## src/rtl/io_sequencer.sv

```systemverilog
// rtl/io_sequencer.sv - plays a programmable step table from the register image onto data_out
// Step words, prescaler, dwell and control are read live from registers_packed every cycle.
module io_sequencer #(
   parameter int REGCOUNT = 20,
   parameter int OUT_W    = 11,
   parameter int STEPS    = 8,
   parameter int PAT_BASE = 4
) (
   input  logic                       clock,
   input  logic                       reset,
   input  logic [8*REGCOUNT-1:0]      registers_packed,
   output logic [OUT_W-1:0]           data_out,
   output logic                       busy,
   output logic                       done,
   output logic [$clog2(STEPS)-1:0]   step_idx
);

   localparam int SW = $clog2(STEPS);

   typedef enum logic [1:0] {
      S_IDLE,
      S_RUN,
      S_DONE
   } state_t;

   state_t           state_q, state_d;
   logic [OUT_W-1:0] data_q, data_d;
   logic [SW-1:0]    step_q, step_d;
   logic [7:0]       pc_q, pc_d;
   logic [7:0]       dc_q, dc_d;
   logic             start_prev_q;

   logic [7:0]       ctrl, prescale, dwell, idle_val;
   logic             en, loop_en, start, start_edge;
   logic [SW-1:0]    last_step, step_nxt;
   logic [OUT_W-1:0] idle_word;
   logic [OUT_W-1:0] words [STEPS];

   assign ctrl      = registers_packed[7:0];
   assign prescale  = registers_packed[15:8];
   assign dwell     = registers_packed[23:16];
   assign idle_val  = registers_packed[31:24];
   assign en        = ctrl[0];
   assign loop_en   = ctrl[1];
   assign start     = ctrl[2];
   assign last_step = SW'(ctrl[6:4]);
   assign idle_word = {{(OUT_W-8){1'b0}}, idle_val};
   assign step_nxt  = step_q + SW'(1);
   assign start_edge = start & ~start_prev_q;

   // Only the low OUT_W-8 bits of each high byte belong to the step word.
   for (genvar k = 0; k < STEPS; k++) begin : g_words
      assign words[k] = {registers_packed[8*(PAT_BASE+2*k+1) +: (OUT_W-8)],
                         registers_packed[8*(PAT_BASE+2*k) +: 8]};
   end

   always_ff @(posedge clock or negedge reset) begin
      if (!reset) begin
         state_q      <= S_IDLE;
         data_q       <= '0;
         step_q       <= '0;
         pc_q         <= '0;
         dc_q         <= '0;
         start_prev_q <= 1'b0;
      end else begin
         state_q      <= state_d;
         data_q       <= data_d;
         step_q       <= step_d;
         pc_q         <= pc_d;
         dc_q         <= dc_d;
         start_prev_q <= start;
      end
   end

   always_comb begin
      state_d = state_q;
      data_d  = data_q;
      step_d  = step_q;
      pc_d    = pc_q;
      dc_d    = dc_q;

      if (!en) begin
         state_d = S_IDLE;
         data_d  = idle_word;
         step_d  = '0;
         pc_d    = '0;
         dc_d    = '0;
      end else if (start_edge) begin
         // A fresh START edge (re)launches from step 0 in every state.
         state_d = S_RUN;
         data_d  = words[0];
         step_d  = '0;
         pc_d    = '0;
         dc_d    = '0;
      end else begin
         case (state_q)
            S_IDLE: data_d = idle_word;
            S_RUN: begin
               data_d = words[step_q];
               // >= lets a shrunken P or D end the count at once instead of wrapping.
               if (pc_q >= prescale) begin
                  pc_d = '0;
                  if (dc_q >= dwell) begin
                     dc_d = '0;
                     if (step_q != last_step) begin
                        step_d = step_nxt;
                        data_d = words[step_nxt];
                     end else if (loop_en) begin
                        step_d = '0;
                        data_d = words[0];
                     end else begin
                        state_d = S_DONE;
                     end
                  end else begin
                     dc_d = dc_q + 8'd1;
                  end
               end else begin
                  pc_d = pc_q + 8'd1;
               end
            end
            S_DONE:  data_d = data_q;
            default: state_d = S_IDLE;
         endcase
      end
   end

   assign data_out = data_q;
   assign step_idx = step_q;
   assign busy     = (state_q == S_RUN);
   assign done     = (state_q == S_DONE);

endmodule

```

## config.mk

```make
export PLATFORM = sky130hd
export DESIGN_NAME = io_sequencer
export DESIGN_NICKNAME = d
export VERILOG_FILES = /design/src/rtl/io_sequencer.sv
export SDC_FILE = /design/constraint.sdc
export NUM_CORES = 1
export LEC_CHECK = 0
export ABC_AREA = 1
export CAP_MARGIN = 20
export CORE_ASPECT_RATIO = 1.4
export CORE_MARGIN = 1.5
export CORE_UTILIZATION = 47
export CTS_CLUSTER_DIAMETER = 150
export DETAILED_ROUTE_END_ITERATION = 6
export HOLD_SLACK_MARGIN = 0.02
export PLACE_DENSITY = 0.95
export SLEW_MARGIN = 5
export SYNTH_ARGS = -nofsm -noshare
export SYNTH_HDL_FRONTEND = slang
export SYNTH_SLANG_ARGS = --single-unit
```

## constraint.sdc

```tcl
create_clock -name clock -period 4 [get_ports clock]
set_clock_uncertainty 0.05 [all_clocks]
set_input_delay 0.6 -clock clock [delete_from_list [all_inputs] [get_ports clock]]
set_output_delay 0.6 -clock clock [all_outputs]
set_load 0.02 [all_outputs]
```

After elaboration in Yosys (flattened, before gate mapping):

Index checks and enable logic that the tools add are counted.

* $add $sub $neg: 3
* $lt $le $gt $ge: 4
* equality and inequality tests: 13
* muxes and demuxes: 36
* bitwise operators: 4
* reductions and logical operators: 5

Operators by type and width (number)
* $mux 11: 10
* $mux 8: 9
* $bmux 11 s3: 2
* $pmux 11 s2: 1
* $mux 3: 7
* $add 8x1->8 const B: 2
* $ge 8x8->1: 2
* $mux 2: 6
* $ne 3x1->1 const B: 3
* $ge 4x4->1 const B: 2
* $ne 4x1->1 const B: 2
* $ne 4x2->1 const B: 2
* $not 3->4: 2
* $reduce_and 5->1: 1
* $ne 4x3->1 const B: 1
* $ne 4x4->1 const B: 1
* $pmux 2 s2: 1
* $reduce_and 4->1: 1
* $add 3x1->3 const B: 1
* $ne 3x2->1 const B: 1
* $ne 3x3->1: 1
* $eq 2x1->1 const B: 1
* $eq 2x2->1 const B: 1
* $logic_not 2->1: 1
* 4 further kinds: 4

* register bits: 33
* input bits: 162
* output and inout bits: 16
* logic and storage cells: 71

Depth between registers and ports, before layout:

* word-level depth: 11
* depth in mapped cells: 17

Least setup slack after synthesis:

OpenSTA, ideal clock, no wires.

* path type: input to register
* from: in registers_packed[15]
* to: reg dc_q[6]
* library setup time: 0.118 ns
* arrival: 1.903 ns
* data required time: 3.832 ns
* setup slack: 1.928 ns
* stages: 11
* path through: inv_1 > ha_1 > a21o_1 > nor2_1 > nand3_2 > nand2_1 > nand2_1 > buf_2 > nand2_1 > xor2_1 > nor2_1

* cells in the longest elaborated chain, start to end: 3

RTL lines
* start, declared: line 11 `input logic [8*REGCOUNT-1:0] registers_packed,`
* $ge 8x8->1: line 101 `if (pc_q >= prescale) begin`
* $ne 3x1->1 (no line)
* $reduce_and 2->1 (no line)
* end signal, assigned: line 63 `dc_q <= '0;`
* end signal, assigned: line 70 `dc_q <= dc_d;`
* end, declared: line 30 `logic [7:0] dc_q, dc_d;`

Every way passes these cells.
A chain may end at the register's enable or synchronous reset.

Worst setup path in the final report:

* from: reg step_q[0], in the netlist step_idx[0]
* to: reg data_q[4], in the netlist data_out[4]

* cells in the longest elaborated chain, start to end: 11
* elaborated cells between the ends (all ways): 17
* classes of those cells: add/sub (1); eq/ne (1); mux (13); bitwise (2)

RTL lines
* start, declared: line 28 `logic [SW-1:0] step_q, step_d;`
* start signal, assigned: line 68 `step_q <= step_d;`
* $add 3x1->3 or $not 3->4 (tied branches): line 48, 99
* $not 3->4 (not written as such) or $bmux 11 s3 (tied branches): line 107, 99
* $bmux 11 s3 or $mux 11 (tied branches): line 107, 99
* $mux 11 (on tied branches): line 107, 99
* $mux 11 (on tied branches): line 107, 108
* $mux 11: line 105 `if (step_q != last_step) begin`
* $mux 11: line 103 `if (dc_q >= dwell) begin`
* $mux 11 *: line 101
* $pmux 11 s2 *: line 96 `case (state_q)`
* $mux 11 *: line 88 `end else if (start_edge) begin`
* $mux 11 *: line 82 `if (!en) begin`
* end signal, assigned: line 67 `data_q <= data_d;`
* end, declared: line 27 `logic [OUT_W-1:0] data_q, data_d;`

Mark *: on every way between the ends. The rest lies on a longest branch, timed or not. The select of a mux whose other input is x is not followed.

==> results.md <==
- Clk Latency, worst-skew pair: ~0.28 ns
- Start point of the critical path: step_idx[0]$_DFFE_PN0P_
- Reg clk slew, reported paths: 0.05 ns
- Worst min-delay path category: flip-flop to flip-flop
- TritonCTS buffer count: 5
- Buf/Inv on CP: 1
- Combinational share of power: between 50% and 60%
- Layout cells sized above 1: 3.43%
- Peak Freq: 317 MHz
- Power per cell area: 329 nW/um2
- Placer congestion estimate: 0.876
- Synth Net Count: 856
- Gr usage total: roughly 29%
- # diodes: 0
- Crit Reg-Reg Endpoint: data_out[4]$_DFFE_PN0P_
- CP max-delay cell: xnor2_1
- Worst slew pin tran: between 1 and 1.5 ns
- DR iter-0 viols: 470
- Top-area cell type share of the netlist area: 20.5%
- RSZ-0062 raised after global routing: no
- Nets: 968
- Root Buffer: clkbuf_16
- Setup TNS: 0 ns
- DR WL/cell: 14.9 um
- Relative slew slack: between 20 and 25%
- Postcts setup bufs: 0
- Clock power share: 27.4%
- Slew Limit Fails: 0
- Setup violators final: 0
- Layout area overhead: 37.2%
- Static leakage: 2.66 nW
- Status: complete, no violations
- Core ar.: 8250 um2
- Post-Syn Area per Cell: 5.97 um2
- Die ar.: 9140 um2
- Pre-antenna DRT Iters: 5
- Synth area leader: dfrtp_1
- H-tree levels: 2
- WL final: 13.3 mm
- Flops & latches, synth: 33
- Synth unique cells: 34
- Initial Utilization: 48.8%
- Stages on worst setup path: 11
- Grt total ovfl: 0
- Pin count of the biggest net entering global routing: 83
- Vias: approximately 5000
- Most frequent cell after synthesis: nand2_1
- Synth top cells by count: nand2_1, nand3_1, inv_1, nor2_1
- Cell Area, Synth: between 4000 and 5000 um2
- Number of synthesized flops with an enable pin: 0
- Die width: approximately 81 um
- Reg2reg setup slack: 0.85 ns
- Asr flop ratio synth: 100%
- Max_cap viols: 0
- Max stage delay on crit path: 0.87 ns
- Hold Path Origin: data_out[10]$_DFFE_PN0P_
- R2R Path Start: step_idx[0]$_DFFE_PN0P_
- Initial antenna violation count: 0
- Switch Pwr: 0.717 mW
- Sequential Power Share: 21.3%
- Remaining DRCs: 0
- Vias/cell: 5.61
- P_int: 1.10 mW
- Post-Layout Inst Area: 5530 um2
- Number of port buffers: between 100 and 150
- Antenna Violating Nets Remaining: 0
- Synth area leaders: dfrtp_1, nand2_1, nand3_1, inv_1, ha_1
- Crit path time final: between 3 and 4 ns
- Total clock sinks: 33
- Global-route wire length before repair: 21.3 mm
- Worst setup endpoint: data_out[4]$_DFFE_PN0P_
- Post-Syn Instances: 675
- Setup crit end kind: flip-flop
- Post-DP HPWL: 9.81 mm
- Crit Path Max Fanout: 25
- CP Class: flip-flop to flip-flop
- Fin crit share: 78.8%
- R2R depth: 11
- Arr. time, crit path: 3.26 ns
- Top_reg_cell synth: dfrtp_1
- Worst Path Required: 4.11 ns
- Synth warn: 0
- Sequential area share after synthesis: 20.5%
- Sw Ratio: just under 40%
- CP startpoint kind: flip-flop
- VDD IR-drop max: 0.209 mV
- IO Count: 178
- Placed Area: roughly 5300 um2
- Number of cell rows: 39
- CP dominant cell by count: nand2_1
- Clk buf depth: 2
- Post-CTS Resized: 0
- Family with the most delay on the worst path: XOR/XNOR gates
- Die Y: approximately 110 um
- CTS tree: built
- Hold Vio Cnt, Final: 0
- CP Cell Sequence: ha_1 -> xnor2_1 -> inv_1 -> nand3_1 -> nand3_1 -> nand2_1 -> nand2_1 -> nand3_1 -> nand2_1 -> nand2_1 -> nand2_1
- Hold_buf cts: 0
- Vias in the first global route: 4811
-- final cells by class --
cell class	count	area (um2)
inverters	82	308
fillers	713	2720
multi-input cells	524	2670
flip-flops and latches	33	827
well taps	102	128
clock buffers	5	125
clock inverters	3	65.1
repair buffers	141	1410
-- flip-flops by register name (all words and copies together), names as in the netlist --
| signal | count |
|---|---|
| data_out | 11 |
| dc_q | 8 |
| pc_q | 8 |
| start_prev_q | 1 |
| state_q | 2 |
| step_idx | 3 |
-- kinds of logic after synthesis --
group / synth area share (%)
xor+xnor: 2.39
compound gates: 18.5
mux: 0.249
buf+inv: 13.3
fa+ha+maj: 5.90
flops: 20.5
simple gates: 39.1
-- cells in the final DEF (no fill, tap or decap), drive strengths merged, types with 2 or more instances in the layout --
master / n
nand2: 207
clkdlybuf4s50: 135
nand3: 102
inv: 80
nor2: 48
o21ai: 43
a21oi: 39
dfrtp: 33
o211ai: 29
ha: 19
a221oi: 7
nand4: 6
xor2: 6
buf: 6
xnor2: 5
clkbuf: 5
a21o: 3
clkinv: 3
o22ai: 2
nor3: 2
bufinv: 2
nand3b: 2
-- how the worst min path moves through the flow --
stage	depth (start not counted)	slack, ns	end
2_1_floorplan	0	0.25	data_out[0]$_DFFE_PN0P_
3_3_place_gp	2	0.43	data_out[9]$_DFFE_PN0P_
3_5_place_dp	2	0.43	data_out[10]$_DFFE_PN0P_
4_1_cts	2	0.45	data_out[10]$_DFFE_PN0P_
5_1_grt	2	0.48	data_out[8]$_DFFE_PN0P_
6_report	2	0.44	data_out[10]$_DFFE_PN0P_
-- per-stage QoR --
stage | hold slack, ns | utilization [%] | total power, mW | instances | worst slack, ns
final | 0.445 | 67.0 | 1.82 | 890 | 0.847
after detailed placement | 0.435 | 64.5 | 1.30 | 881 | 0.899
after global routing | 0.475 | 67.0 | 1.95 | 890 | 0.648
after floorplan | 0.254 | - | 1.04 | 675 | 1.93
after global placement | 0.429 | 64.5 | 1.27 | 881 | 0.920
after CTS | 0.448 | 66.8 | 1.80 | 889 | 0.870
-- metal layers --
metal	global-route usage [%]	share of wire, %	vias to the layer above
met2	54.4	54	231
met1	33.2	36	2277
li1	-	-	2453
met4	10.9	2.4	0
met3	3.41	7.0	34
met5	0	0	-
-- worst reg2reg max path: cells and delay by family (launching register included) --
kind	cells	cell delay [ns]
buffers and inverters	1	0.53
xor gates and xnor gates	1	0.87
and+or+nand+nor	8	0.72
adders and majority gates	1	0.29
DFF	1	0.57
-- power groups by stage --
stage	Combinational [mW]	Clock (mW)	Sequential, mW
CTS	0.913	0.497	0.386
finish	0.933	0.498	0.387
global route	1.04	0.513	0.391
detailed placement	0.907	0	0.391
global placement	0.881	0	0.391
floorplan	0.646	0	0.396
Note: power is estimated with default switching activity, not from simulation.
